**config.mk**
```make
export PLATFORM = sky130hd
export DESIGN_NAME = muldiv_unit
export DESIGN_NICKNAME = d
export VERILOG_FILES = /design/src/rtl/muldiv_pkg.sv /design/src/rtl/muldiv_unit.sv
export SDC_FILE = /design/constraint.sdc
export NUM_CORES = 1
export LEC_CHECK = 0
export CORE_ASPECT_RATIO = 1.25
export CORE_MARGIN = 2
export CORE_UTILIZATION = 54
export CTS_BUF_LIST = sky130_fd_sc_hd__clkbuf_8
export DETAILED_ROUTE_END_ITERATION = 12
export GPL_ROUTABILITY_DRIVEN = 0
export PLACE_DENSITY = 0.79
export REMOVE_ABC_BUFFERS = 1
export SETUP_SLACK_MARGIN = 0.1
export SKIP_LAST_GASP = 1
export SLEW_MARGIN = 0
export SYNTH_ARGS = -nofsm -noshare
export SYNTH_HDL_FRONTEND = slang
export SYNTH_SLANG_ARGS = --single-unit
```
**constraint.sdc**
```tcl
create_clock -name clk -period 3.25 [get_ports clk]
set_clock_uncertainty 0.15 [all_clocks]
set_input_delay 0.65 -clock clk [delete_from_list [all_inputs] [get_ports clk]]
set_output_delay 0.65 -clock clk [all_outputs]
set_load 0.1 [all_outputs]
```
**src/rtl/muldiv_pkg.sv**
```systemverilog
// Shared definitions for the HI/LO multiply/divide unit: op encodings, FSM states, default width.
package muldiv_pkg;

  localparam int WIDTH_DEF = 32;

  localparam logic [2:0] OP_MULT  = 3'b000;
  localparam logic [2:0] OP_MULTU = 3'b001;
  localparam logic [2:0] OP_DIV   = 3'b010;
  localparam logic [2:0] OP_DIVU  = 3'b011;
  localparam logic [2:0] OP_MFHI  = 3'b100;
  localparam logic [2:0] OP_MFLO  = 3'b101;
  localparam logic [2:0] OP_MTHI  = 3'b110;
  localparam logic [2:0] OP_MTLO  = 3'b111;

  typedef enum logic [1:0] {
    IDLE = 2'd0,
    PREP = 2'd1,
    ITER = 2'd2,
    FIX  = 2'd3
  } state_t;

endpackage

```
**src/rtl/muldiv_unit.sv**
```systemverilog
// Multicycle HI/LO multiply/divide unit: shift-add multiply and restoring divide, one bit per cycle.
// state | meaning
// IDLE  | waiting; accepts mult/div, performs mthi/mtlo writes
// PREP  | take operand magnitudes, record result/remainder signs, load counter
// ITER  | one multiply/divide bit per cycle, WIDTH cycles
// FIX   | apply signs, write HI/LO
module muldiv_unit
  import muldiv_pkg::*;
#(
  parameter int WIDTH = WIDTH_DEF
) (
  input  logic             clk,
  input  logic             reset,
  input  logic             start,
  input  logic [3:0]       alucontrol,
  input  logic [WIDTH-1:0] srca,
  input  logic [WIDTH-1:0] srcb,
  output logic [WIDTH-1:0] hi,
  output logic [WIDTH-1:0] lo,
  output logic [WIDTH-1:0] mfresult,
  output logic             busy,
  output logic             done,
  output logic             stall
);

  localparam int CW = $clog2(WIDTH + 1);

  state_t             r_state;
  state_t             w_state_nxt;
  logic [CW-1:0]      r_cnt;
  logic [WIDTH-1:0]   r_a;
  logic [WIDTH-1:0]   r_b;
  logic [WIDTH-1:0]   r_opnd;
  logic [WIDTH-1:0]   r_hi;
  logic [WIDTH-1:0]   r_lo;
  logic [2*WIDTH-1:0] r_acc;
  logic               r_signed;
  logic               r_is_div;
  logic               r_neg_res;
  logic               r_neg_rem;
  logic               r_dbz;
  logic               r_done;

  logic [2:0]         w_op;
  logic               w_ext;
  logic               w_accept;
  logic               w_mt;
  logic [WIDTH-1:0]   w_a_mag;
  logic [WIDTH-1:0]   w_b_mag;
  logic [WIDTH:0]     w_msum;
  logic [2*WIDTH-1:0] w_mul_acc;
  logic [WIDTH:0]     w_rem2;
  logic               w_borrow;
  logic [WIDTH-1:0]   w_trial;
  logic               w_ge;
  logic [2*WIDTH-1:0] w_div_acc;
  logic [2*WIDTH-1:0] w_prod;
  logic [WIDTH-1:0]   w_fix_hi;
  logic [WIDTH-1:0]   w_fix_lo;

  assign w_op     = alucontrol[2:0];
  assign w_ext    = start & alucontrol[3];
  assign w_accept = (r_state == IDLE) & w_ext &
                    ((w_op == OP_MULT) | (w_op == OP_MULTU) | (w_op == OP_DIV) | (w_op == OP_DIVU));
  assign w_mt     = (r_state == IDLE) & w_ext & ((w_op == OP_MTHI) | (w_op == OP_MTLO));

  assign busy     = (r_state != IDLE);
  assign done     = r_done;
  assign stall    = busy & w_ext;
  assign hi       = r_hi;
  assign lo       = r_lo;
  assign mfresult = (w_op == OP_MFHI) ? r_hi : r_lo;

  always_comb begin
    w_state_nxt = r_state;
    case (r_state)
      IDLE:    if (w_accept) w_state_nxt = PREP;
      PREP:    w_state_nxt = ITER;
      ITER:    if (r_cnt == CW'(1)) w_state_nxt = FIX;
      FIX:     w_state_nxt = IDLE;
      default: w_state_nxt = IDLE;
    endcase
  end

  assign w_a_mag = (r_signed & r_a[WIDTH-1]) ? -r_a : r_a;
  assign w_b_mag = (r_signed & r_b[WIDTH-1]) ? -r_b : r_b;

  // Multiply: acc = {partial product, remaining multiplier bits}; carry of the add is kept.
  assign w_msum    = {1'b0, r_acc[2*WIDTH-1:WIDTH]} + {1'b0, r_opnd};
  assign w_mul_acc = r_acc[0] ? {w_msum, r_acc[WIDTH-1:1]} : {1'b0, r_acc[2*WIDTH-1:1]};

  // Divide: acc = {remainder, dividend/quotient}. A set top bit in the shifted remainder
  // already exceeds any divisor, so the trial subtract then always succeeds.
  assign w_rem2              = r_acc[2*WIDTH-1:WIDTH-1];
  assign {w_borrow, w_trial} = {1'b0, w_rem2[WIDTH-1:0]} - {1'b0, r_opnd};
  assign w_ge                = w_rem2[WIDTH] | ~w_borrow;
  assign w_div_acc           = w_ge ? {w_trial, r_acc[WIDTH-2:0], 1'b1}
                                    : {w_rem2[WIDTH-1:0], r_acc[WIDTH-2:0], 1'b0};

  assign w_prod = r_neg_res ? -r_acc : r_acc;

  // Divide by zero yields an all-ones quotient unsigned-style; the remainder sign restores srca.
  always_comb begin
    w_fix_hi = w_prod[2*WIDTH-1:WIDTH];
    w_fix_lo = w_prod[WIDTH-1:0];
    if (r_is_div) begin
      w_fix_lo = (r_neg_res & ~r_dbz) ? -r_acc[WIDTH-1:0] : r_acc[WIDTH-1:0];
      w_fix_hi = r_neg_rem ? -r_acc[2*WIDTH-1:WIDTH] : r_acc[2*WIDTH-1:WIDTH];
    end
  end

  always_ff @(posedge clk) begin
    if (reset) begin
      r_state   <= IDLE;
      r_cnt     <= '0;
      r_a       <= '0;
      r_b       <= '0;
      r_opnd    <= '0;
      r_acc     <= '0;
      r_hi      <= '0;
      r_lo      <= '0;
      r_signed  <= 1'b0;
      r_is_div  <= 1'b0;
      r_neg_res <= 1'b0;
      r_neg_rem <= 1'b0;
      r_dbz     <= 1'b0;
      r_done    <= 1'b0;
    end else begin
      r_state <= w_state_nxt;
      r_done  <= (r_state == FIX);
      case (r_state)
        IDLE: begin
          if (w_accept) begin
            r_a      <= srca;
            r_b      <= srcb;
            r_signed <= (w_op == OP_MULT) | (w_op == OP_DIV);
            r_is_div <= (w_op == OP_DIV) | (w_op == OP_DIVU);
          end
          if (w_mt) begin
            if (w_op == OP_MTLO) r_lo <= srca;
            else                 r_hi <= srca;
          end
        end
        PREP: begin
          r_cnt     <= CW'(WIDTH);
          r_neg_res <= r_signed & (r_a[WIDTH-1] ^ r_b[WIDTH-1]);
          r_neg_rem <= r_signed & r_a[WIDTH-1];
          r_dbz     <= r_is_div & (r_b == '0);
          if (r_is_div) begin
            r_opnd <= w_b_mag;
            r_acc  <= {{WIDTH{1'b0}}, w_a_mag};
          end else begin
            r_opnd <= w_a_mag;
            r_acc  <= {{WIDTH{1'b0}}, w_b_mag};
          end
        end
        ITER: begin
          r_cnt <= r_cnt - CW'(1);
          r_acc <= r_is_div ? w_div_acc : w_mul_acc;
        end
        FIX: begin
          r_hi <= w_fix_hi;
          r_lo <= w_fix_lo;
        end
        default: ;
      endcase
    end
  end

endmodule

```
==> flow_summary.toml, run 1 <==
[floorplan]
core_um2 = 31900
top_level_ports = 170
die_x_um = 165
fp.dieArea_um2 = 34000
row_count = 73
dieHeight_um = 206
start_util_pct = 55.0

[cts]
h-tree-depth = 2
cts_tree = "yes"
clk_pin_slew_ps = 70
clockRootBuffer = "clkbuf_8"
cts_sinks = 238
cts_made_buffers = 40
clockBufferDepth = 3
insertion_delay_ps = 590

[worst_setup_path]
crit_start = "r_b[6]"
arrival_ps = 3570
crit_fanout = 6
start_kind = "flop"
crit_required_ps = 3630
rrSetupSlack_ps = 50
path_class = "flop to flop"
r2r-start = "r_b[6]"
end_kind = "flop"

[detailed_routing]
drt_iter0_markers = 2292
ant_nets = 0
routed-via-count = 18800
via_per_inst = 6.36
wl_per_cell_um = 20.1
drt_first_pass_iters = 8
drc = 0
totalWireLength_um = 59400

[global_routing]
grt_pass1_vias = 17700
track_usage_pct = 33.8
grt.overflow.total = 0
grt_first_pass_wirelength_um = 91300
grt_max_degree = 102
antenna_found_initial = 1

[finish]
drive_above_1_share_pct = 17.6
fin_cells = 2957
fill_cells = 2520
fin_util_pct = 68.0
synthToLayoutAreaGrowth_pct = 23.5
nNetsFinal = 2664

[synth]
ys_async_sr_fraction_pct = 0
ys_seq_elements = 238
synth.yosys.warnings = 0
seq_area_frac_synth_pct = 27.2
synth_edf_count = 0
syn_avg_cell_area_um2 = 7.56
yosysUniqueCellTypes = 78
syn_inst = 2319
mappedNetlistArea_um2 = 17500
synth-main-ff-cell = "dfxtp_1"

[sta]
period_minus_slack_ps = 3200
finalWorstSetupSlack_ps = 53.3
tightest_slew_ps = 978
drv_slew = 0
fmax_ghz = 0.313
final_hold_viol_count = 0
slew_headroom_pct = 34.5
grt_setup_unrepaired = "yes"
finalCritPeriodShare_pct = 98.4
whs_ps = 311
setup_violations = 0

[power]
power_density_nw_per_um2 = 597
vdd_drop_max_v = 0.000420
p_leak_nw = 8.87

[hold_path]
hp-class = "flop to flop"
hold_start = "r_dbz"

[flow_run]
cap_viol_max_count = 0

[placed_design]
dpl.hpwl_um = 44100
port_buffers = 169
dp_slack_ps = -83.7
dp.cells = 2877

[status]
status = "finished clean"
## kinds of logic (layout without fill, tap and decap cells)
kind of cell	Yosys count	in the layout	share of synthesized area [%]
flip-flops	238	238	27.2
AND/OR/NAND/NOR	811	811	20.7
multiplexers	121	121	8.80
adder cells (fa/ha/maj)	77	77	5.58
other	0	1	0
AO/OA/AOI/OAI	666	666	24.1
buffers and inverters	235	460	5.14
XOR/XNOR	171	171	8.54
## critical path, cell delays in order, from the launching register on
cell	delay, ps
dfxtp_1	370
nor4_1	500
nand4b_1	360
nor4_1	340
buf_4	170
nand3b_1	170
o21ai_0	310
xnor2_1	200
mux2i_1	180
mux2_2	290
nor2_1	90
## synthesized netlist by cell type (all sizes together), types with 7 or more instances
master | n | area (um^2)
nor4 | 17 | 106
or2 | 7 | 43.8
or4 | 9 | 78.8
o21ai | 88 | 440
clkbuf | 138 | 519
a22o | 7 | 61.3
xor2 | 75 | 657
buf | 23 | 97.6
and2 | 14 | 87.6
ha | 75 | 938
mux2 | 43 | 484
nand2b | 26 | 163
nor3 | 50 | 250
nand4 | 17 | 106
o31ai | 19 | 156
a311oi | 8 | 70.1
a31oi | 26 | 163
a32o | 15 | 150
nor2 | 297 | 1110
nand3 | 28 | 140
mux2i | 56 | 561
a21o | 33 | 248
xnor2 | 96 | 841
and3 | 10 | 62.6
a211o | 7 | 61.3
nor2b | 22 | 138
a21oi | 271 | 1360
o41ai | 12 | 105
inv | 72 | 270
nand2 | 276 | 1040
o21bai | 9 | 67.6
o211ai | 49 | 368
mux4 | 22 | 499
a211oi | 73 | 548
or3 | 12 | 75.1
dfxtp | 238 | 4760
## stage by stage
step	area (um^2)	total power, W	setup TNS, ps
after global routing	21700	0.0135	-91.4
after global placement	20500	0.00944	0
after floorplan	16900	0.00732	-420590
after detailed placement	20500	0.00960	-83.7
after CTS	21300	0.0124	0
final	21700	0.0129	0
## timing repair
| item | 4_1_cts | 5_1_grt |
|---|---|---|
| pin swaps | 4 | 19 |
| setup endpoints to repair | 7 | 68 |
| gates resized for setup | 10 | 57 |
| setup buffers | 1 | 6 |
| hold buffers | 0 | 0 |
| gates cloned | 0 | 2 |
## power breakdown
group	switching (W)	internal [W]	leakage, nW
combinational	0.00393	0.00266	6.48
sequential	0.000369	0.00321	1.93
clock	0.00129	0.00148	0.457
total	0.00559	0.00735	8.87
## state kept, by name, summed over array words and instances, names as in the netlist
register and flops:
lo 32, r_acc 64, hi 32, r_state 2, r_a 32, r_neg_res 1, r_dbz 1, r_b 32
done 1, r_signed 1, r_opnd 32, r_is_div 1, r_cnt 6, r_neg_rem 1
## layer usage
metal  GRT usage [%]  part of all wire (%)  up-vias  wire length [um]
met5               0                     0        -                 0
li1                -                     -     8687                 -
met4            19.5                   6.0        0              3570
met1            41.2                    38     8726             22500
met3            5.85                   9.9      246              5880
met2            55.9                    46     1142             27500
## final timing paths
kind | end | cells after the start
max | r_opnd[25] | 10
min | r_dbz | 2
min reg2reg | r_dbz | 2
max reg2reg | r_opnd[25] | 10
## area by class of cell
type	instances	area (um^2)	share of cell area, %
repair buffers	317	3130	14.5
clock buffers	47	647	2.98
flip-flops and latches	238	4770	22.0
well taps	412	515	2.38
diodes	1	2.50	0.0115
multi-input cells	1846	12200	56.1
clock inverters	23	160	0.739
inverters	73	274	1.26
## placed cells by master (no fill, tap or decap), types with 15 or more instances in the layout
master | Yosys | layout
dfxtp_1 | 238 | 231
nand2b_1 | 26 | 26
nor4_1 | 17 | 16
a31oi_1 | 26 | 25
inv_1 | 72 | 82
o211ai_1 | 49 | 49
clkdlybuf4s50_1 | 0 | 68
o21ai_0 | 87 | 80
nor2_1 | 297 | 292
xor2_1 | 75 | 74
xnor2_1 | 96 | 94
ha_1 | 75 | 70
clkbuf_8 | 0 | 47
a211oi_1 | 73 | 71
nand2_1 | 276 | 276
buf_4 | 2 | 202
mux2_2 | 43 | 43
buf_12 | 0 | 43
nand3_1 | 28 | 28
o31ai_1 | 18 | 16
a21oi_1 | 271 | 262
a32o_1 | 15 | 15
mux2i_1 | 56 | 56
nor3_1 | 50 | 46
nand4_1 | 17 | 17
a21o_1 | 33 | 33
mux4_2 | 21 | 22
nor2b_1 | 22 | 20
(Power assumes the default switching activity.)
==> run 2: changes to the inputs <==
- CORE_UTILIZATION: 54 -> 55
- GPL_TIMING_DRIVEN: default -> 0
- PLACE_DENSITY: 0.79 -> 0.77
- SETUP_SLACK_MARGIN: 0.1 -> default
- clock period: 3.25 -> 2.95 ns (I/O delays scaled with it)
==> flow_summary.toml, run 2 (synthesized netlist as in run 1, its figures left out) <==
[power]
power_density_nw_per_um2 = 750
seq_power_share_pct = 24.6
cellInternalPower_w = 0.00958
swShare_pct = 42.8
combPwrFrac_pct = 54.0
p_leak_nw = 8.77
p_sw_w = 0.00716
vdd_drop_max_v = 0.000520
clock_power_share_pct = 21.4

[worst_setup_path]
critical-path-top-delay-family = "simple AND/OR/NAND/NOR gates"
start_kind = "flop"
slowest_delay_ps = 540
crit_fanout = 4
r2r_cells = 9
end_kind = "flop"
cp.depth = 9
crit_slowest_cell = "or4_4"
r2r-start = "r_b[11]"
critical_path.cell_chain = "or4_4 -> or4_4 -> or4_4 -> nor3b_4 -> a21oi_2 -> xnor2_1 -> nand2_1 -> o211ai_1 -> a21oi_1"
arrival_ps = 3470
critical_path_buf_inv_count = 0
crit_required_ps = 3230
crit_start = "r_b[11]"
crit_top_cell = "or4_4"
path_class = "flop to flop"

[floorplan]
start_util_pct = 55.5
top_level_ports = 170
die_x_um = 164
dieHeight_um = 204
fp.dieArea_um2 = 33300
core_um2 = 31600
row_count = 73

[placed_design]
port_buffers = 169
dpl.hpwl_um = 40100
dp.cells = 2753

[cts]
cts_sinks = 238
clockRootBuffer = "clkbuf_8"
clockBufferDepth = 3
insertion_delay_ps = 600
cts_made_buffers = 42
clk_pin_slew_ps = 60
cts_tree = "yes"
hold_buffers = 0
h-tree-depth = 2

[sta]
whs_ps = 247
finalWorstSetupSlack_ps = -249
finalCritPeriodShare_pct = 108
period_minus_slack_ps = 3200
slew_headroom_pct = 27.2
tightest_slew_ps = 1090
setup_violations = 49
final_hold_viol_count = 0
grt_setup_unrepaired = "yes"
drv_slew = 0
fmax_ghz = 0.313

[global_routing]
antenna_found_initial = 0
grt.overflow.total = 0
track_usage_pct = 35.6
grt_pass1_vias = 18000
grt_max_degree = 145
grt_first_pass_wirelength_um = 95000

[flow_run]
cap_viol_max_count = 0

[detailed_routing]
ant_nets = 0
via_per_inst = 6.48
drt_first_pass_iters = 6
totalWireLength_um = 62000
drt_iter0_markers = 2295
wl_per_cell_um = 21.3
routed-via-count = 18900
drc = 0

[hold_path]
min_path_cells = 2
hold_start = "reset"
hp-class = "input pin to flop"

[finish]
largest_reg_flops = 64
final_common_cell = "nor2_1"
final_cell_mix = "289 x nor2_1, 261 x nand2_1, 249 x a21oi_1, 196 x dfxtp_1, 131 x clkdlybuf4s50_1"
nNetsFinal = 2619
fin_cells = 2913
fill_cells = 2406
top_register = "r_acc"
diodes = 0
drive_above_1_share_pct = 19.9
synthToLayoutAreaGrowth_pct = 27.3

[status]
status = "finished with violations"
violations = "setup timing"
run 2: changes by cell type in the layout (fill, tap and decap cells not counted), moves of 12 or more:
| cell | change |
|---|---|
| buf_12 | -36 |
| nand2_2 | +12 |
| a21oi_2 | +12 |
| a21oi_1 | -13 |
| dfxtp_1 | -35 |
| dfxtp_2 | +14 |
| nand2_1 | -15 |
| dfxtp_4 | +21 |
| o21ai_0 | -14 |
| ha_1 | -13 |
| buf_6 | +12 |
| buf_4 | -126 |
| buf_2 | +18 |
| clkdlybuf4s50_1 | +63 |
run 2: final timing paths:
| kind | slack (ps) | end |
|---|---|---|
| setup / recovery | -250 | r_opnd[30] |
| hold / removal | 250 | r_opnd[3] |
| setup reg to reg | -250 | r_opnd[30] |
| hold reg to reg | 320 | r_a[29] |
run 2: per-stage QoR:
step	util (%)	setup WS [ps]	cell area (um^2)	total power [W]	TNS, ps
3_3_place_gp	60.5	-9370	19100	0.00946	-1414800
2_1_floorplan	-	-2940	16900	0.00806	-492700
3_5_place_dp	61.5	-2150	19400	0.00981	-157520
5_1_grt	70.6	-283	22300	0.0173	-9980
6_report	70.6	-249	22300	0.0167	-6660
4_1_cts	68.4	-159	21600	0.0158	-4000
run 2: cell type report:
class / instances / area [um^2] / area share, %
repair buffers: 266 / 2650 / 11.8
repair inverters: 4 / 25.0 / 0.112
flip-flops and latches: 238 / 4870 / 21.8
clock inverters: 20 / 219 / 0.981
clock buffers: 54 / 743 / 3.33
well taps: 412 / 515 / 2.31
inverters: 73 / 309 / 1.38
multi-input cells: 1846 / 13000 / 58.2
run 2: power by group through the flow:
stage / registers (W) / clock network [W] / logic, W
2_1_floorplan: 0.00423 / 0 / 0.00383
3_3_place_gp: 0.00414 / 0 / 0.00531
3_5_place_dp: 0.00414 / 0 / 0.00567
4_1_cts: 0.00407 / 0.00357 / 0.00814
5_1_grt: 0.00415 / 0.00375 / 0.00941
6_report: 0.00412 / 0.00358 / 0.00904
run 2: repair_timing:
| item | CTS | global route |
|---|---|---|
| hold endpoints to repair | 0 | 0 |
| resized for setup | 365 | 138 |
| setup buffers | 54 | 23 |
| pin swaps | 72 | 65 |
| cloned | 9 | 1 |
| endpoints found under the setup margin | 174 | 102 |
run 2: routing by layer:
layer / wire [um] / GRT usage, %
met4: 4300 / 21.8
met3: 6040 / 5.98
met5: 0 / 0
met1: 23000 / 42.9
met2: 28700 / 58.8
